<file path="config.mk">
export PLATFORM = sky130hd
export DESIGN_NAME = adc_stream_ctrl_flat
export DESIGN_NICKNAME = d
export VERILOG_FILES = /design/src/rtl/adc_stream_ctrl_if.sv /design/src/rtl/adc_stream_ctrl.sv /design/src/flat_wrapper.sv
export SDC_FILE = /design/constraint.sdc
export NUM_CORES = 1
export LEC_CHECK = 0
export CAP_MARGIN = 40
export CORE_ASPECT_RATIO = 1.4
export CORE_MARGIN = 2
export CORE_UTILIZATION = 40
export CTS_CLUSTER_SIZE = 30
export DETAILED_ROUTE_END_ITERATION = 8
export GPL_TIMING_DRIVEN = 0
export PLACE_DENSITY_LB_ADDON = 0.05
export SLEW_MARGIN = 10
export SYNTH_ARGS = -nofsm -noshare
export SYNTH_HDL_FRONTEND = slang
export SYNTH_SLANG_ARGS = --single-unit
</file>
<file path="constraint.sdc">
create_clock -name clk_clk -period 3 [get_ports clk_clk]
set_clock_uncertainty 0.05 [all_clocks]
set_input_delay 0.6 -clock clk_clk [delete_from_list [all_inputs] [get_ports clk_clk]]
set_output_delay 0.6 -clock clk_clk [all_outputs]
set_load 0.02 [all_outputs]
</file>
<file path="src/rtl/adc_stream_ctrl_if.sv">
// rtl/adc_stream_ctrl_if.sv - Avalon-MM bus bundle between the ADC stream controller and the sequencer CSR
//
// Purpose: groups the Avalon-MM master command/response signals used to start,
//          poll and stop the ADC sequencer.
// Signals:
//   avm_address[9:0], avm_write, avm_read, avm_writedata[15:0],
//   avm_byteenable[1:0], avm_burstcount, avm_debugaccess  master -> slave
//   avm_waitrequest, avm_readdata[15:0], avm_readdatavalid slave -> master
// Modports: master (controller side), slave (bridge/sequencer side).

interface adc_stream_ctrl_if;
  logic [9:0]  avm_address;
  logic        avm_write;
  logic        avm_read;
  logic [15:0] avm_writedata;
  logic [1:0]  avm_byteenable;
  logic        avm_burstcount;
  logic        avm_debugaccess;
  logic        avm_waitrequest;
  logic [15:0] avm_readdata;
  logic        avm_readdatavalid;

  modport master (
    output avm_address, avm_write, avm_read, avm_writedata,
           avm_byteenable, avm_burstcount, avm_debugaccess,
    input  avm_waitrequest, avm_readdata, avm_readdatavalid
  );

  modport slave (
    input  avm_address, avm_write, avm_read, avm_writedata,
           avm_byteenable, avm_burstcount, avm_debugaccess,
    output avm_waitrequest, avm_readdata, avm_readdatavalid
  );
endinterface

</file>
<file path="src/rtl/adc_stream_ctrl.sv">
// rtl/adc_stream_ctrl.sv - ADC sequencer run/stop controller with per-channel sample averaging
//
// Purpose: starts the ADC sequencer through its CSR (write 1, read back and
//          confirm bit0), keeps it running while enable is high, stops it
//          (write 0) when enable drops, and averages 2^AVG_LOG2 response beats
//          of the selected channel while running.
// Ports:
//   clk_clk, reset_reset_n            clock, async active-low reset
//   enable                            request sequencer run
//   sel_ch[4:0]                       channel to average
//   rsp_valid/startofpacket/endofpacket, rsp_channel[4:0], rsp_data[11:0]
//                                     ADC response stream (always accepted)
//   avm                               Avalon-MM master (adc_stream_ctrl_if.master)
//   sample_strobe, sample_ch[4:0], sample_avg[11:0]
//                                     averaged sample, strobe valid one cycle
//   seq_running, err_flag             status

module adc_stream_ctrl #(
  parameter logic [9:0] CSR_ADDR = 10'h000,
  parameter int         AVG_LOG2 = 2,
  parameter int         TIMEOUT  = 255
) (
  input  logic                     clk_clk,
  input  logic                     reset_reset_n,
  input  logic                     enable,
  input  logic [4:0]               sel_ch,
  input  logic                     rsp_valid,
  input  logic                     rsp_startofpacket,
  input  logic                     rsp_endofpacket,
  input  logic [4:0]               rsp_channel,
  input  logic [11:0]              rsp_data,
  adc_stream_ctrl_if.master        avm,
  output logic                     sample_strobe,
  output logic [4:0]               sample_ch,
  output logic [11:0]              sample_avg,
  output logic                     seq_running,
  output logic                     err_flag
);

  localparam int              TW         = (TIMEOUT > 1) ? $clog2(TIMEOUT) : 1;
  localparam logic [TW-1:0]   TIMER_LAST = TW'(TIMEOUT - 1);
  localparam logic [4:0]      COUNT_LAST = 5'((1 << AVG_LOG2) - 1);
  localparam logic [15:0]     CSR_RUN    = 16'h0001;
  localparam logic [15:0]     CSR_STOP   = 16'h0000;

  typedef enum logic [2:0] {
    IDLE,
    WR_RUN,
    RD_REQ,
    RD_WAIT,
    RUN,
    WR_STOP,
    ERROR
  } state_t;

  state_t         state;
  logic [1:0]     retry;      // failed readbacks so far in this start sequence
  logic [TW-1:0]  timer;
  logic           stop_req;   // enable dropped while a start command was in flight

  logic [15:0]    acc;
  logic [4:0]     count;
  logic [4:0]     sel_ch_q;
  logic [15:0]    sum;
  logic           stop_now;

  assign avm.avm_byteenable  = 2'b11;
  assign avm.avm_burstcount  = 1'b1;
  assign avm.avm_debugaccess = 1'b0;

  // Only bit0 of the CSR readback matters; packet framing is irrelevant to averaging.
  logic unused_bits;
  assign unused_bits = ^{avm.avm_readdata[15:1], rsp_startofpacket, rsp_endofpacket};

  assign stop_now = stop_req || !enable;
  assign sum      = acc + {4'b0000, rsp_data};

  // Sequencer control FSM. Bus commands are registered and held until
  // waitrequest is seen low on a clock edge.
  always_ff @(posedge clk_clk or negedge reset_reset_n) begin
    if (!reset_reset_n) begin
      state             <= IDLE;
      avm.avm_write     <= 1'b0;
      avm.avm_read      <= 1'b0;
      avm.avm_address   <= 10'h000;
      avm.avm_writedata <= 16'h0000;
      seq_running       <= 1'b0;
      err_flag          <= 1'b0;
      retry             <= 2'd0;
      timer             <= '0;
      stop_req          <= 1'b0;
    end else begin
      case (state)
        IDLE: begin
          stop_req    <= 1'b0;
          seq_running <= 1'b0;
          if (enable) begin
            state             <= WR_RUN;
            avm.avm_write     <= 1'b1;
            avm.avm_address   <= CSR_ADDR;
            avm.avm_writedata <= CSR_RUN;
            retry             <= 2'd0;
          end
        end

        WR_RUN: begin
          if (!enable) stop_req <= 1'b1;
          if (!avm.avm_waitrequest) begin
            if (stop_now) begin
              // Back-to-back stop write; the run write has just completed.
              state             <= WR_STOP;
              avm.avm_writedata <= CSR_STOP;
            end else begin
              state         <= RD_REQ;
              avm.avm_write <= 1'b0;
              avm.avm_read  <= 1'b1;
            end
          end
        end

        RD_REQ: begin
          if (!enable) stop_req <= 1'b1;
          if (!avm.avm_waitrequest) begin
            avm.avm_read <= 1'b0;
            if (stop_now) begin
              state             <= WR_STOP;
              avm.avm_write     <= 1'b1;
              avm.avm_writedata <= CSR_STOP;
            end else begin
              state <= RD_WAIT;
              timer <= '0;
            end
          end
        end

        RD_WAIT: begin
          if (!enable) stop_req <= 1'b1;
          if (avm.avm_readdatavalid) begin
            if (stop_now) begin
              state             <= WR_STOP;
              avm.avm_write     <= 1'b1;
              avm.avm_writedata <= CSR_STOP;
            end else if (avm.avm_readdata[0]) begin
              state       <= RUN;
              seq_running <= 1'b1;
            end else if (retry == 2'd2) begin
              state    <= ERROR;
              err_flag <= 1'b1;
            end else begin
              retry             <= retry + 2'd1;
              state             <= WR_RUN;
              avm.avm_write     <= 1'b1;
              avm.avm_writedata <= CSR_RUN;
            end
          end else if (timer == TIMER_LAST) begin
            state    <= ERROR;
            err_flag <= 1'b1;
          end else begin
            timer <= timer + TW'(1);
          end
        end

        RUN: begin
          if (!enable) begin
            state             <= WR_STOP;
            seq_running       <= 1'b0;
            avm.avm_write     <= 1'b1;
            avm.avm_address   <= CSR_ADDR;
            avm.avm_writedata <= CSR_STOP;
          end
        end

        WR_STOP: begin
          if (!avm.avm_waitrequest) begin
            state         <= IDLE;
            avm.avm_write <= 1'b0;
          end
        end

        ERROR: begin
          if (!enable) begin
            state    <= IDLE;
            err_flag <= 1'b0;
          end
        end

        default: state <= IDLE;
      endcase
    end
  end

  // Averaging of the selected channel. A window only completes with
  // uninterrupted RUN time and a stable sel_ch; anything else restarts it.
  always_ff @(posedge clk_clk or negedge reset_reset_n) begin
    if (!reset_reset_n) begin
      acc           <= 16'h0000;
      count         <= 5'd0;
      sel_ch_q      <= 5'd0;
      sample_strobe <= 1'b0;
      sample_avg    <= 12'h000;
      sample_ch     <= 5'd0;
    end else begin
      sel_ch_q      <= sel_ch;
      sample_strobe <= 1'b0;
      if (state != RUN || sel_ch != sel_ch_q) begin
        acc   <= 16'h0000;
        count <= 5'd0;
      end else if (rsp_valid && rsp_channel == sel_ch) begin
        if (count == COUNT_LAST) begin
          sample_avg    <= 12'(sum >> AVG_LOG2);
          sample_ch     <= sel_ch;
          sample_strobe <= 1'b1;
          acc           <= 16'h0000;
          count         <= 5'd0;
        end else begin
          acc   <= sum;
          count <= count + 5'd1;
        end
      end
    end
  end

endmodule

</file>
<file path="src/flat_wrapper.sv">
// flat-port wrapper written by rule: the top's interface ports become plain ports
module adc_stream_ctrl_flat 
#(
  parameter logic [9:0] CSR_ADDR = 10'h000,
  parameter int         AVG_LOG2 = 2,
  parameter int         TIMEOUT  = 255
)
  (clk_clk, reset_reset_n, enable, sel_ch, rsp_valid, rsp_startofpacket, rsp_endofpacket, rsp_channel, rsp_data, sample_strobe, sample_ch, sample_avg, seq_running, err_flag, avm_avm_address, avm_avm_write, avm_avm_read, avm_avm_writedata, avm_avm_byteenable, avm_avm_burstcount, avm_avm_debugaccess, avm_avm_waitrequest, avm_avm_readdata, avm_avm_readdatavalid);
  adc_stream_ctrl_if avm_i ();
  input  logic clk_clk;
  input  logic reset_reset_n;
  input  logic enable;
  input  logic [4:0] sel_ch;
  input  logic rsp_valid;
  input  logic rsp_startofpacket;
  input  logic rsp_endofpacket;
  input  logic [4:0] rsp_channel;
  input  logic [11:0] rsp_data;
  output logic sample_strobe;
  output logic [4:0] sample_ch;
  output logic [11:0] sample_avg;
  output logic seq_running;
  output logic err_flag;
  output wire logic [$bits(avm_i.avm_address)-1:0] avm_avm_address;
  output wire logic [$bits(avm_i.avm_write)-1:0] avm_avm_write;
  output wire logic [$bits(avm_i.avm_read)-1:0] avm_avm_read;
  output wire logic [$bits(avm_i.avm_writedata)-1:0] avm_avm_writedata;
  output wire logic [$bits(avm_i.avm_byteenable)-1:0] avm_avm_byteenable;
  output wire logic [$bits(avm_i.avm_burstcount)-1:0] avm_avm_burstcount;
  output wire logic [$bits(avm_i.avm_debugaccess)-1:0] avm_avm_debugaccess;
  input wire logic [$bits(avm_i.avm_waitrequest)-1:0] avm_avm_waitrequest;
  input wire logic [$bits(avm_i.avm_readdata)-1:0] avm_avm_readdata;
  input wire logic [$bits(avm_i.avm_readdatavalid)-1:0] avm_avm_readdatavalid;
  assign avm_avm_address = avm_i.avm_address;
  assign avm_avm_write = avm_i.avm_write;
  assign avm_avm_read = avm_i.avm_read;
  assign avm_avm_writedata = avm_i.avm_writedata;
  assign avm_avm_byteenable = avm_i.avm_byteenable;
  assign avm_avm_burstcount = avm_i.avm_burstcount;
  assign avm_avm_debugaccess = avm_i.avm_debugaccess;
  assign avm_i.avm_waitrequest = avm_avm_waitrequest;
  assign avm_i.avm_readdata = avm_avm_readdata;
  assign avm_i.avm_readdatavalid = avm_avm_readdatavalid;
  adc_stream_ctrl #(.CSR_ADDR(CSR_ADDR), .AVG_LOG2(AVG_LOG2), .TIMEOUT(TIMEOUT)) u_core (.clk_clk(clk_clk), .reset_reset_n(reset_reset_n), .enable(enable), .sel_ch(sel_ch), .rsp_valid(rsp_valid), .rsp_startofpacket(rsp_startofpacket), .rsp_endofpacket(rsp_endofpacket), .rsp_channel(rsp_channel), .rsp_data(rsp_data), .avm(avm_i), .sample_strobe(sample_strobe), .sample_ch(sample_ch), .sample_avg(sample_avg), .seq_running(seq_running), .err_flag(err_flag));
endmodule
</file>
==> Word-level counts from Yosys, hierarchy flattened <==
Index checks and enable logic that the tools add are counted.
{ "word_totals": {"regBits": 88, "inputBits": 46, "out_inout_bits": 52} }
{ "classes": {"n_addsub": 4, "eq_ne": 37, "n_mux": 73, "bitwise": 1, "n_reduce_logical": 28} }
{ "op_table": {"columns": ["operator", "count"], "rows": [
  ["$mux 16", 11],
  ["$pmux 16 s4", 1],
  ["$mux 3", 13],
  ["$ne 2x2->1 const B", 17],
  ["$mux 8", 4],
  ["$mux 1", 25],
  ["$pmux 3 s7", 1],
  ["$mux 10", 2],
  ["$pmux 10 s2", 1],
  ["$add 16x12->16", 1],
  ["$pmux 8 s2", 1],
  ["$mux 5", 3],
  ["$reduce_bool 2->1", 7],
  ["$ne 3x2->1 const B", 4],
  ["$reduce_and 6->1", 2],
  ["$reduce_and 11->1", 1],
  ["$mux 2", 5],
  ["$reduce_and 5->1", 2],
  ["$eq 3x3->1 const B", 3],
  ["$ne 3x3->1 const B", 3],
  ["$add 8x1->8 const B", 1],
  ["$eq 8x8->1 const B", 1],
  ["$reduce_and 8->1", 1],
  ["$reduce_and 7->1", 1],
  ["other kinds (26)", 32]
]} }

==> Logic depth before layout (Yosys ltp) <==
{ "logic_depth": {"depth_word": 6, "ltp_mapped": 8, "ltp_nobuf": 8} }

==> Worst setup path after synthesis <==
OpenSTA, ideal clock, no wires.
{ "synth_path": {"kind": "input to register", "startpoint": "in rsp_data[0]", "endpoint": "reg u_core.sample_avg[10]", "setup_ns": 0.128, "t_arrival_ns": 2.355, "required_time_ns": 2.822, "path_slack_ns": 0.466, "path_stages": 8, "cell_sequence": "ha_1 fa_1 a21o_1 a311oi_1 o21ai_0 a31oi_1 xnor2_1 o21ai_0"} }
{ "synth_via": {"elab_chain_len": 1} }
{ "synth_lines": {"columns": ["item", "line", "rtl"], "rows": [
  ["start: declaration", "flat_wrapper.sv:18", "input logic [11:0] rsp_data;"],
  ["$add 16x12->16", "adc_stream_ctrl.sv:76", "assign sum = acc + {4'b0000, rsp_data};"],
  ["end signal: assignment", "adc_stream_ctrl.sv:210", "sample_avg <= 12'(sum >> AVG_LOG2);"],
  ["end: declaration", "adc_stream_ctrl.sv:35", "output logic [11:0] sample_avg,"]
]} }
Every way passes these cells.
A chain may end at the register's enable or synchronous reset.

==> Worst setup path after layout <==
{ "layout_path": {"startpoint": "in sel_ch[1]", "endpoint": "reg u_core.sample_ch[4]"} }
{ "layout_via": {"elab_chain_len": 4} }
{ "layout_lines": {"columns": ["item", "line", "rtl"], "rows": [
  ["start: declaration", "flat_wrapper.sv:13", "input logic [4:0] sel_ch;"],
  ["$ne 5x5->1", "adc_stream_ctrl.sv:205", "if (state != RUN || sel_ch != sel_ch_q) begin"],
  ["$logic_or 1x1->1", "adc_stream_ctrl.sv:205", null],
  ["$not 1->1 (no source line)", null, null],
  ["$reduce_and 3->1 (no source line) *", null, null],
  ["end signal: assignment", "adc_stream_ctrl.sv:211", "sample_ch <= sel_ch;"],
  ["end: declaration", "adc_stream_ctrl.sv:34", "output logic [4:0] sample_ch,"]
]} }
Mark *: on every way between the ends. The rest lies on a longest branch, timed or not.

==> results <==
- The initial cell density of the core is 40.9%.
- The clock insertion delay at the later pin of the skew report is 0.33 ns.
- For this run, design rule violations remaining after detail routing come to 0.
- The min-delay analysis places its worst path in the category in2async.
- The kind of end point of the critical path is a register.
- In this run the power spent charging and discharging nets is 0.876 mW.
- The ratio of cells with drive above 1 in the final layout is 15.6%.
- The combined global-route utilization of all metal layers is 17.3%.
- After synthesis, the share of flip-flops with an asynchronous set or reset is 100%.
- The power density of the placed cells is 588 nW/um^2.
- Overall power consumption after layout is estimated at 2.75 mW.
- Walking the worst path, the cells encountered are clkdlybuf4s50_1 -> xor2_1 -> nor4_2 -> nand4_2 -> or4_4 -> buf_6 -> mux2_4.
- The library cell with the highest instance count after synthesis is dfrtp_1.
- After the last flow step, the layout net total stands at 522.
- The via total after detailed routing is 2896.
- The total inserted antenna cells is 0.
- The number of enable flip-flop cells after synthesis is 0.
- The area used by multi-input combinational logic is 1940 sq um.
- The number of max-slew violations in the final report is 0.
- The storage element area is 1530 sq um.
- The delay of the slowest cell on the worst path is 0.63 ns.
- The die is 84.8 um wide.
- The unique cell type count in the Yosys netlist is 58.
- The floorplan has 41 rows.
- Fill cells in the final layout number 842.
- The share of the clock period used by the worst path after layout is 93.7%.
- The clock-pin slew on the worst setup and hold paths is 0.05 ns.
- The final instance area is 4670 sq um.
- After synthesis the netlist holds a flip-flop and latch count of 61.
- The number of global-route vias before repair is 2806.
- The cell taking the most area after synthesis is dfrtp_1.
- The core region area is 8930 sq um.
- The number of antenna violations at the first check in global routing came to 0.
- In this run the static leakage power is 2.24 nW.
- Combinational cells account for 29.1% of the total power.
- For this run, the register share of the synthesized area comes to 41.8%.
- Data on the critical path is required at its endpoint by 3.16 ns.
- The area of the mapped netlist is 3650 sq um.
- The peak supply drop is 0.368 mV.
- The number of nets with antenna violations after detailed routing is 0.
- The final hold violation count is 0.
- Max-cap violations in this run came to 0.
- Timing would allow up to 356 MHz.
- Data on the critical path arrives at its endpoint at 2.98 ns.
- Setup repair after global routing left no endpoint under its margin.
- The slew at the pin closest to its max-slew limit is 0.775 ns.
- STA classifies the critical path startpoint as an input port.
- For this block, the initial DRC count from the detailed router was 93.
- The count of warnings emitted by yosys is 0.
- The switching part of the total is 31.9%.
- The commonest register cell after synthesis is dfrtp_1.
- The area overhead of the layout relative to synthesis is 27.9%.
- In this run, CTS created clock tree buffers numbering 9.
- The post-cts hold buffer count is 0.
- The number of setup buffers added after CTS is 0.
- The post-place instance area is 4380 sq um.
- The post-synthesis area per instance is 9.82 sq um.
- In the synthesized netlist, the cells that appear most often are dfrtp_1, nand2_1, buf_4, o21ai_0, nor2_1.
- Setup violations remaining at the end of the flow were counted as 0.
- The overall overflow remaining after global route is 0.
- The power share of the sequential group is 35.6%.
- No sink is reached through more buffers than the 2 on the longest clock path.
- The overall die area is 9920 sq um.
- The area share of the largest cell type after synthesis is 41.8%.
- The final design utilization is 52.3%.
- The critical path is of the in2reg type.
- CTS placed an instance of clkbuf_16 at the clock tree root.
- The floorplan step set the die height to 117 um.
- By area the synthesized netlist is led by dfrtp_1, buf_4, ha_1, xor2_1, nand2_1.
- The final layout contains routed wiring with a total length of 8090 um.
- The wire length of the first global-routing pass is 13300 um.
- The largest driver fanout on the critical path is 10.
- The top-level port count is 98.
- The tightest slew margin relative to the limit is 48.3%.
- The number of buffers added on ports is 49.
- The worst path in the final design needs a cycle of 2.81 ns, including I/O delays and setup.
- The gate count of the mapped netlist is 372.
- In the final routed layout, each cell accounts on average for 14.2 um.
- The last weighted congestion value of the routability-driven placer is 0.852.
- The share of power burned in the clock network is 35.3%.
- The ratio of routed vias to standard cells is 5.08.
- The half-perimeter wire length of the detailed placement result is 5930 um.
- The run finished with clean final reports.
- The cell with the largest stage delay on the worst path is or4_4.
- Clock tree synthesis found a total of 61 sinks.
- The maximum number of pins on one net before global-route repair is 62.
- The deepest level of the CTS H-tree is 3.
- The CTS tree is done.
- The first detailed-routing pass ran for 4 iterations.
- Cell internal power was estimated by the tool at 1.87 mW.
worst max-delay path: cells and delay by family:
family / cells / cell delay, ns
and+or+nand+nor: 3 / 1.19
buffers and inverters: 2 / 0.69
muxes: 1 / 0.30
xor gates and xnor gates: 1 / 0.19
cells in the final DEF (no fill, tap or decap), drive strengths merged, types with 3 or more instances in the layout:
cell type      Yosys  final
xor2              18     18
or3                3      3
o21a               3      3
a21oi             17     17
a21o               5      5
buf               35     36
mux2              13     13
dfrtp             61     61
nor4               3      3
and4               4      4
inv                8      8
a22o               7      7
nand3              3      3
conb               2     29
nor2b              4      4
clkdlybuf4s50      0     48
clkbuf             6     20
nand4              6      6
ha                16     16
xnor2             11     11
nor2              24     24
o21ai             29     29
nand2             39     39
nand2b             7      7
nor3               5      5
and3               4      4
kinds of logic (layout without fill, tap and decap cells):
kind of cell	count (synthesis)	after routing	share of synthesized area, %
and+or+nand+nor	112	112	15.9
AOI/OAI and AO/OA	87	87	15.5
DFF	61	61	41.8
buffers and inverters	49	113	8.39
xor gates and xnor gates	29	29	6.95
adders and majority gates	17	17	6.03
muxes	15	15	5.17
other	2	29	0.206
metrics by stage:
stage | setup slack [ns] | instances | TNS [ns] | hold slack [ns]
3_5_place_dp | -0.308 | 555 | -5.06 | 0.420
2_1_floorplan | 0.466 | 399 | 0 | 0.254
6_report | 0.188 | 570 | 0 | 0.292
5_1_grt | 0.00534 | 570 | 0 | 0.381
4_1_cts | 0.0360 | 570 | 0 | 0.342
3_3_place_gp | -0.857 | 555 | -56.90 | 0.414
metal layers:
layer,up-vias,routed length (um),global-route usage [%]
met5,-,0,0
met3,16,259,2.10
met4,0,243,10.6
li1,1437,-,-
met1,1376,3450,19.9
met2,67,4150,30.7
flip-flops by register name, indices dropped and copies added, names as in the netlist:
signal                    count
u_core.acc                   14
u_core.sample_avg            12
u_core.timer                  8
u_core.count                  5
u_core.sample_ch              5
u_core.sel_ch_q               5
u_core.state                  3
u_core.retry                  2
u_core.avm.avm_read           1
u_core.avm.avm_write          1
u_core.avm.avm_writedata      1
u_core.err_flag               1
u_core.sample_strobe          1
u_core.seq_running            1
u_core.stop_req               1
area by class of cell:
class | instances | area share, %
sequential | 61 | 32.7
multi-input combinational | 289 | 41.5
clock inverter | 1 | 0.107
inverter | 8 | 0.643
timing repair buffer | 49 | 10.5
clock buffer | 14 | 5.87
buffer | 41 | 5.92
tap | 107 | 2.87
worst paths after layout:
path,startpoint,end,slack (ns),depth (start not counted)
min in group clk_clk,u_core.sample_avg[7],u_core.sample_avg[7],0.43,2
setup reg to reg,u_core.state[1],u_core.timer[6],0.51,7
setup / recovery,sel_ch[1],u_core.sample_ch[4],0.19,7
hold reg to reg,u_core.sample_avg[7],u_core.sample_avg[7],0.43,2
max in group asynchronous,reset_reset_n,u_core.sample_avg[10],2.09,1
hold / removal,reset_reset_n,u_core.timer[7],0.29,1
timing repair:
item / CTS / global route
endpoints found under the hold margin: 0 / 0
gates resized for setup: 0 / 4
setup endpoints to repair: 0 / 13
power groups by stage:
stage | clock (mW) | sequential [mW] | combinational, mW
after CTS | 0.998 | 0.978 | 0.803
final | 0.969 | 0.977 | 0.799
after global placement | 0 | 0.989 | 0.794
after detailed placement | 0 | 0.992 | 0.798
after floorplan | 0 | 1.01 | 0.547
after global routing | 1.02 | 0.990 | 0.899
Power figures use the tool's default switching activity.
